==> src/rtl/word_byte_sequencer_pkg.sv <==
// Shared types and constants for the word-to-byte sequencer.
// Optional lane-enable support is selected by WORD_BYTE_SEQ_BYTE_EN_EN.
package word_byte_sequencer_pkg;

    localparam int WORD_BYTES = 4;
    localparam int BYTE_W     = 8;

    typedef logic [1:0] byteIdx_t;

    typedef enum logic {
        IDLE = 1'b0,
        SEND = 1'b1
    } seqState_t;

    // A bus word seen either as one 32-bit value or as byte3..byte0.
    typedef union packed {
        logic [WORD_BYTES*BYTE_W-1:0]      data;
        logic [WORD_BYTES-1:0][BYTE_W-1:0] bytes;
    } genericUnion_t;

endpackage

==> src/rtl/word_byte_lane_pick.sv <==
// Finds the next enabled byte lane in the selected direction and flags
// whether that lane is the final enabled one. Used with WORD_BYTE_SEQ_BYTE_EN_EN.
module word_byte_lane_pick
    import word_byte_sequencer_pkg::*;
(
    input  logic [1:0] cur_idx,
    input  logic [3:0] mask,
    input  logic       msb_first,
    input  logic       first_sel,
    output logic [1:0] next_idx,
    output logic       is_last
);

    always_comb begin
        next_idx = cur_idx;
        is_last  = 1'b1;
        // MSB-first walks downward: keep the highest candidate below cur_idx.
        for (int l = 0; l < WORD_BYTES; l++) begin
            if (msb_first && mask[l] &&
                (l < int'(cur_idx) || (first_sel && l == int'(cur_idx))))
                next_idx = byteIdx_t'(l);
        end
        for (int l = WORD_BYTES - 1; l >= 0; l--) begin
            if (!msb_first && mask[l] &&
                (l > int'(cur_idx) || (first_sel && l == int'(cur_idx))))
                next_idx = byteIdx_t'(l);
        end
        for (int l = 0; l < WORD_BYTES; l++) begin
            if (mask[l] && (msb_first ? (l < int'(next_idx)) : (l > int'(next_idx))))
                is_last = 1'b0;
        end
    end

endmodule

==> src/rtl/word_byte_sequencer.sv <==
// Serializes 32-bit words into a byte stream with valid/ready on both sides.
// Define WORD_BYTE_SEQ_BYTE_EN_EN to add per-lane enables (inByteEn).
//
// state | meaning
// IDLE  | no word held; inReady high
// SEND  | holding a word, presenting outByte with outValid high
module word_byte_sequencer #(
    parameter int WORD_BYTES = 4,
    parameter int BYTE_W     = 8
) (
    input  logic                         clk,
    input  logic                         rst,
    input  logic [WORD_BYTES*BYTE_W-1:0] inWord,
`ifdef WORD_BYTE_SEQ_BYTE_EN_EN
    input  logic [WORD_BYTES-1:0]        inByteEn,
`endif
    input  logic                         inValid,
    output logic                         inReady,
    input  logic                         msbFirst,
    output logic [BYTE_W-1:0]            outByte,
    output logic                         outValid,
    output logic                         outLast,
    input  logic                         outReady,
    output logic                         busy
);
    import word_byte_sequencer_pkg::seqState_t;
    import word_byte_sequencer_pkg::genericUnion_t;
    import word_byte_sequencer_pkg::byteIdx_t;
    import word_byte_sequencer_pkg::IDLE;
    import word_byte_sequencer_pkg::SEND;

    if (WORD_BYTES != word_byte_sequencer_pkg::WORD_BYTES ||
        BYTE_W != word_byte_sequencer_pkg::BYTE_W) begin : g_bad_cfg
        $error("word_byte_sequencer: lane layout is fixed to 4 x 8 bits");
    end

    seqState_t     state_q, state_d;
    genericUnion_t word_q, word_d;
    logic          msb_q, msb_d;
    byteIdx_t      idx_q, idx_d;
    logic          last_q, last_d;

    logic          last_hs;
    logic          accept;
    byteIdx_t      start_idx;
    byteIdx_t      first_idx;
    byteIdx_t      step_idx;
    logic          first_last;
    logic          step_last;
    logic          empty_word;

    assign start_idx = msbFirst ? 2'd3 : 2'd0;

`ifdef WORD_BYTE_SEQ_BYTE_EN_EN
    logic [3:0] en_q, en_d;

    word_byte_lane_pick u_first_pick (
        .cur_idx   (start_idx),
        .mask      (inByteEn),
        .msb_first (msbFirst),
        .first_sel (1'b1),
        .next_idx  (first_idx),
        .is_last   (first_last)
    );

    word_byte_lane_pick u_step_pick (
        .cur_idx   (idx_q),
        .mask      (en_q),
        .msb_first (msb_q),
        .first_sel (1'b0),
        .next_idx  (step_idx),
        .is_last   (step_last)
    );

    // An all-disabled word is consumed without ever entering SEND.
    assign empty_word = (inByteEn == 4'b0000);
`else
    assign first_idx  = start_idx;
    assign first_last = 1'b0;
    assign step_idx   = msb_q ? (idx_q - 2'd1) : (idx_q + 2'd1);
    assign step_last  = msb_q ? (step_idx == 2'd0) : (step_idx == 2'd3);
    assign empty_word = 1'b0;
`endif

    assign outValid = (state_q == SEND);
    assign busy     = outValid;
    assign outLast  = outValid && last_q;
    assign outByte  = outValid ? word_q.bytes[idx_q] : '0;
    assign last_hs  = outValid && outReady && outLast;
    assign inReady  = (state_q == IDLE) || last_hs;
    assign accept   = inValid && inReady;

    always_ff @(posedge clk or posedge rst) begin
        if (rst) begin
            state_q <= IDLE;
            word_q  <= '0;
            msb_q   <= 1'b0;
            idx_q   <= '0;
            last_q  <= 1'b0;
`ifdef WORD_BYTE_SEQ_BYTE_EN_EN
            en_q    <= '0;
`endif
        end else begin
            state_q <= state_d;
            word_q  <= word_d;
            msb_q   <= msb_d;
            idx_q   <= idx_d;
            last_q  <= last_d;
`ifdef WORD_BYTE_SEQ_BYTE_EN_EN
            en_q    <= en_d;
`endif
        end
    end

    always_comb begin
        state_d = state_q;
        word_d  = word_q;
        msb_d   = msb_q;
        idx_d   = idx_q;
        last_d  = last_q;
`ifdef WORD_BYTE_SEQ_BYTE_EN_EN
        en_d    = en_q;
`endif
        case (state_q)
            IDLE: ;
            SEND: begin
                if (outReady) begin
                    if (last_q) begin
                        state_d = IDLE;
                    end else begin
                        idx_d  = step_idx;
                        last_d = step_last;
                    end
                end
            end
            default: state_d = IDLE;
        endcase
        // A load on the final-byte handshake overrides the return to IDLE.
        if (accept) begin
            word_d  = inWord;
            msb_d   = msbFirst;
            idx_d   = first_idx;
            last_d  = first_last;
            state_d = empty_word ? IDLE : SEND;
`ifdef WORD_BYTE_SEQ_BYTE_EN_EN
            en_d    = inByteEn;
`endif
        end
    end

endmodule
==> config.mk <==
export PLATFORM = sky130hd
export DESIGN_NAME = word_byte_sequencer
export DESIGN_NICKNAME = d
export VERILOG_FILES = /design/src/rtl/word_byte_sequencer_pkg.sv /design/src/rtl/word_byte_lane_pick.sv /design/src/rtl/word_byte_sequencer.sv
export SDC_FILE = /design/constraint.sdc
export NUM_CORES = 1
export LEC_CHECK = 0
export ABC_AREA = 1
export BUFFER_PORTS_ARGS = -buffer_cell sky130_fd_sc_hd__clkbuf_2
export CORE_ASPECT_RATIO = 1.1
export CORE_UTILIZATION = 25
export CTS_BUF_LIST = sky130_fd_sc_hd__clkbuf_8
export DETAILED_ROUTE_END_ITERATION = 6
export PLACE_DENSITY_LB_ADDON = 0.1
export SYNTH_ARGS = -nofsm -noshare
export SYNTH_HDL_FRONTEND = slang
export SYNTH_HIERARCHICAL = 1
export SYNTH_SLANG_ARGS = --single-unit
==> constraint.sdc <==
create_clock -name clk -period 2.15 [get_ports clk]
set_input_delay 0 -clock clk [delete_from_list [all_inputs] [get_ports clk]]
set_output_delay 0 -clock clk [all_outputs]
set_load 0.02 [all_outputs]
---- Word level (Yosys, flattened, before mapping) ----
Cells that the tools add are included.
word-level totals
  flip-flop bits (word level) ............. 37
  bits in latches ......................... 0
  bits in writable memories ............... 0
  ROM bits ................................ 0
  input bits .............................. 37
  output and inout port bits .............. 12
  memories ................................ 0
cells by class
  $add $sub $neg .......................... 2
  multipliers ............................. 0
  div/mod/pow operators ................... 0
  $lt $le $gt $ge ......................... 1
  eq/ne operators ......................... 2
  shifts and indexed selects .............. 0
  muxes and demuxes ....................... 18
  bitwise gates (word level) .............. 1
  reduce and logical (&&, ||, !) cells .... 10
operators by type and width
  kind                                                                           number
  8-bit binary-select mux with 2-bit select                                      1
  8-bit 2-to-1 mux                                                               2
  2-bit 2-to-1 mux                                                               6
  1-bit 2-to-1 mux                                                               9
  1-bit logical AND                                                              4
  2-bit nonzero test                                                             2
  2-bit by 3-bit less-than comparator with 1-bit output (second input constant)  1
  3-bit AND reduction                                                            1
  2-bit by 1-bit adder with 2-bit output (second input constant)                 1
  2-bit == test (second input constant)                                          1
  2-bit logical NOT                                                              1
  2-bit by 1-bit inequality test with 1-bit output (second input constant)       1
  2-bit AND reduction                                                            1
  2-bit by 1-bit subtractor with 2-bit output (second input constant)            1
  1-bit logical OR                                                               1
  1-bit NOT                                                                      1

---- Longest topological paths before layout ----
  word-level depth ........................ 8
  depth in mapped cells ................... 9
  depth with buffers taken out ............ 7

---- Least setup slack after synthesis ----
Ideal clock, no wire load.
  path kind ............................... register to register
  from .................................... register idx_q[1]
  to ...................................... register idx_q[1]
  data arrival time ....................... 1.374 ns
  required time ........................... 2.037 ns
  setup slack ............................. 0.663 ns
  stages on the path, launching flop included .. 10
  buffers on the path ..................... 2
  period minus slack after synthesis ...... 1.487 ns
  cell sequence ........................... dfrtp_1 > clkbuf_1 > buf_2 > xor2_1 > ha_1 > nand4_1 > nand2_1 > nand2_1 > nand2_1 > inv_1
on the way
  word-level cells in the longest chain between the ends .. 6
ends and longest elaborated chain
  what                                                                                                          line                        source
  start, declared                                                                                               word_byte_sequencer.sv:40   byteIdx_t idx_q, idx_d;
  start signal, assigned                                                                                        word_byte_sequencer.sv:107  idx_q <= idx_d;
  2-bit by 1-bit adder with 2-bit output / 2-bit by 1-bit subtractor with 2-bit output (equally long branches)  word_byte_sequencer.sv:80   assign step_idx = msb_q ? (idx_q - 2'd1) : (idx_q + 2'd1);
  2-bit 2-to-1 mux *                                                                                            word_byte_sequencer.sv:80
  2-bit 2-to-1 mux *                                                                                            word_byte_sequencer.sv:128  if (last_q) begin
  2-bit 2-to-1 mux *                                                                                            word_byte_sequencer.sv:127  if (outReady) begin
  2-bit 2-to-1 mux *                                                                                            word_byte_sequencer.sv:124  case (state_q)
  2-bit 2-to-1 mux *                                                                                            word_byte_sequencer.sv:139  if (accept) begin
Every way passes the cells marked *; elsewhere a longest branch is shown, timed or not. The select of a mux whose other input is x is not followed.
A chain may end at the register's enable or synchronous reset.

---- Final worst setup path ----
  from .................................... register idx_q[1]
  to ...................................... output outByte[5]
on the way
  word-level cells in the longest chain between the ends .. 3
ends and longest elaborated chain
  what                                       line                       source
  8-bit binary-select mux with 2-bit select  word_byte_sequencer.sv:88  assign outByte = outValid ? word_q.bytes[idx_q] : '0;
  8-bit 2-to-1 mux (not written as such)     word_byte_sequencer.sv:88
  8-bit 2-to-1 mux                           word_byte_sequencer.sv:88
  end, declared                              word_byte_sequencer.sv:20  output logic [BYTE_W-1:0] outByte,
Every way passes these cells. The select of a mux whose other input is x is not followed.

==> flow_metrics.env <==
export IMPL_outcome="finished, final reports clean"
export IMPL_drive_gt1_share_pct=20.4
export IMPL_min_from="msbFirst"
export IMPL_required_ns=2.15
export IMPL_synth_seq_cells=37
export IMPL_synthTopCellsByCount="nand2_1 (103), dfrtp_1 (37), inv_1 (23), nor2_1 (21), o21ai_0 (9)"
export IMPL_min_path_type="primary input to flip-flop"
export IMPL_yosysMostFrequentCell="nand2_1"
export IMPL_drt_wl_total_um=4760
export IMPL_clockBufferDepth=2
export IMPL_syn_num_nets=280
export IMPL_syn_area_um2=1840
export IMPL_cts_made_buffers=5
export IMPL_finalSetupViolCount=0
export IMPL_r2r_slack_ns=0.60
export IMPL_grt_setup_unrepaired="false"
export IMPL_fillers=756
export IMPL_drc=0
export IMPL_synth_ff_type="dfrtp_1"
export IMPL_start_kind="flip-flop"
export IMPL_design_core_area_um2=7050
export IMPL_clock_sinks=37
export IMPL_ff2ff_path_depth=7
export IMPL_synth_area_top_cells="dfrtp_1 (50%), nand2_1 (21%), inv_1 (4.7%), nor2_1 (4.3%), o21ai_0 (2.5%)"
export IMPL_whs_path_depth=3
export IMPL_rows=32
export IMPL_cts_tree="built"
export IMPL_dp_cells=366
export IMPL_gp_congestion=0.742
export IMPL_drtIter0Drc=153
export IMPL_whs_ns=0.0597
export IMPL_die_area_um2=7700
export IMPL_clk_latency_ns=0.29
export IMPL_yosysSeqAreaShare_pct=50.4
export IMPL_area_delta_synth_final_pct=39.8
export IMPL_post_cts_setup_buffers=0
export IMPL_dr_total_vias=1696
export IMPL_viasPerCell=4.16
export IMPL_p_per_area_nw_per_um2=1310
export IMPL_fmax_mhz=592
export IMPL_synth_yosys_warnings=6
export IMPL_grt_pass1_vias=1670
export IMPL_synth_edff_count=0
export IMPL_p_leak_nw=1.37
export IMPL_multiInputGateArea_um2=737
export IMPL_dp_hpwl_um=3260
export IMPL_synth_top_cell_by_area="dfrtp_1"
export IMPL_grt_overflow=0
export IMPL_dr_pass1_iters=5
export IMPL_reg2reg_to="idx_q[1]$_DFFE_PP0P_"
export IMPL_crit_arrival_ns=1.69
export IMPL_max_cap_violations=0
export IMPL_ctsRootBufferMaster="clkbuf_8"
export IMPL_grt_max_degree=38
export IMPL_async_flop_share_pct=100
export IMPL_final_cells=408
export IMPL_regArea_um2=926
export IMPL_die_w_um=83.8
export IMPL_skew_ns=0.00344
export IMPL_tightest_slew_ns=0.523
export IMPL_start_util_pct=26.1
export IMPL_clk_pin_slew_worst_paths_ns=0.07
export IMPL_path_max_fanout=16
export IMPL_n_antenna_cell=0
export IMPL_antenna_found_initial=0
export IMPL_power_total_mw=3.37
export IMPL_grt_usage_pct=13.1
export IMPL_fin_setup_tns_ns=0
export IMPL_max_slew_margin_rel_pct=65.1
export IMPL_syn_inst=241
export IMPL_end_kind="primary output"
export IMPL_ios=49
export IMPL_htree_levels=2
export IMPL_yosysUniqueCellTypes=20
export IMPL_synth_top_area_share_pct=50.4
export IMPL_die_h_um=91.9
export IMPL_nets=361
export IMPL_ir_drop_mv=1.00
export IMPL_finalCritPeriodShare_pct=78.6
export IMPL_grt_pass1_wl_um=7960
export IMPL_r2r_start="idx_q[1]$_DFFE_PP0P_"
export IMPL_io_buffer_count=48
export IMPL_wl_per_cell_um=11.7
export IMPL_slew_violations=0
export IMPL_ant_nets=0
export IMPL_finalHoldViolations=0
export IMPL_finalCriticalPeriod_ns=1.69
export IMPL_postSynthAreaPerCell_um2=7.63
export IMPL_min_to="msb_q$_DFFE_PP0P_"
export IMPL_path_class="flip-flop to primary output"
## cells by family after synthesis
family / after synthesis / share of synthesized area [%]
AOI/OAI and AO/OA: 34 / 11.1
buffers and inverters: 37 / 9.53
adders and majority gates: 2 / 1.36
and+or+nand+nor: 130 / 27.2
DFF: 37 / 50.4
xor gates and xnor gates: 1 / 0.477
## how the worst max path moves through the flow
stage	startpoint	to	slack, ns	cells after the start
final	idx_q[1]$_DFFE_PP0P_	outByte[5]	0.46	5
after global routing	idx_q[1]$_DFFE_PP0P_	outByte[6]	0.29	5
after CTS	idx_q[1]$_DFFE_PP0P_	outByte[6]	0.43	5
after global placement	idx_q[1]$_DFFE_PP0P_	idx_q[1]$_DFFE_PP0P_	0.62	7
after floorplan	idx_q[1]$_DFFE_PP0P_	idx_q[1]$_DFFE_PP0P_	0.66	9
after detailed placement	idx_q[1]$_DFFE_PP0P_	idx_q[1]$_DFFE_PP0P_	0.61	7
## report_power, final
group	leakage [nW]	switching (mW)	internal, mW
Sequential	0.454	0.205	1.03
Clock	0.0519	0.249	0.216
Combinational	0.869	1.04	0.623
## metrics by stage
| stage | utilization [%] | instance area (µm²) | setup slack [ns] |
|---|---|---|---|
| 3_5_place_dp | 30.5 | 2150 | 0.611 |
| 6_report | 36.5 | 2570 | 0.461 |
| 5_1_grt | 36.5 | 2570 | 0.289 |
| 2_1_floorplan | - | 1840 | 0.663 |
| 4_1_cts | 36.5 | 2570 | 0.430 |
| 3_3_place_gp | 30.5 | 2150 | 0.623 |
## final cells by class
class | instances | share of cell area, %
multi-input combinational | 167 | 28.7
tap | 85 | 4.14
inverter | 24 | 3.51
sequential | 37 | 36.0
timing repair buffer | 87 | 24.5
clock inverter | 3 | 0.438
clock buffer | 5 | 2.68
## state kept, by name, summed over array words and instances (netlist names)
signal  count
word_q     32
idx_q       2
busy        1
last_q      1
msb_q       1
## metal layers
metal  track usage (%)  up-vias  wire, µm
li1                  -      904         -
met1              18.8      743      2440
met2              19.6       42      2030
met3              3.15        7       227
met4              3.81        0        59
met5                 0        -         0
## layout by cell type, fill, tap and decap left out, drive strengths merged, types with 3 or more instances in the layout
| cell | Yosys | final |
|---|---|---|
| nand2 | 105 | 105 |
| clkbuf | 3 | 53 |
| dfrtp | 37 | 37 |
| dlygate4sd3 | 0 | 34 |
| inv | 24 | 27 |
| nor2 | 21 | 21 |
| o21ai | 19 | 19 |
| a21oi | 9 | 9 |
| o211ai | 6 | 6 |
| buf | 10 | 5 |
| nand3 | 3 | 3 |
## critical path: stages, from the launching register on
cell      delay (ns)
dfrtp_1         0.67
inv_1           0.16
nor2_1          0.12
o21ai_0         0.10
a21oi_1         0.16
clkbuf_2        0.19
## what timing repair did
item	4_1_cts	5_1_grt
hold buffers	34	0
resized for setup	0	0
hold endpoints to repair	70	0
Note: power is estimated with default switching activity, not from simulation.
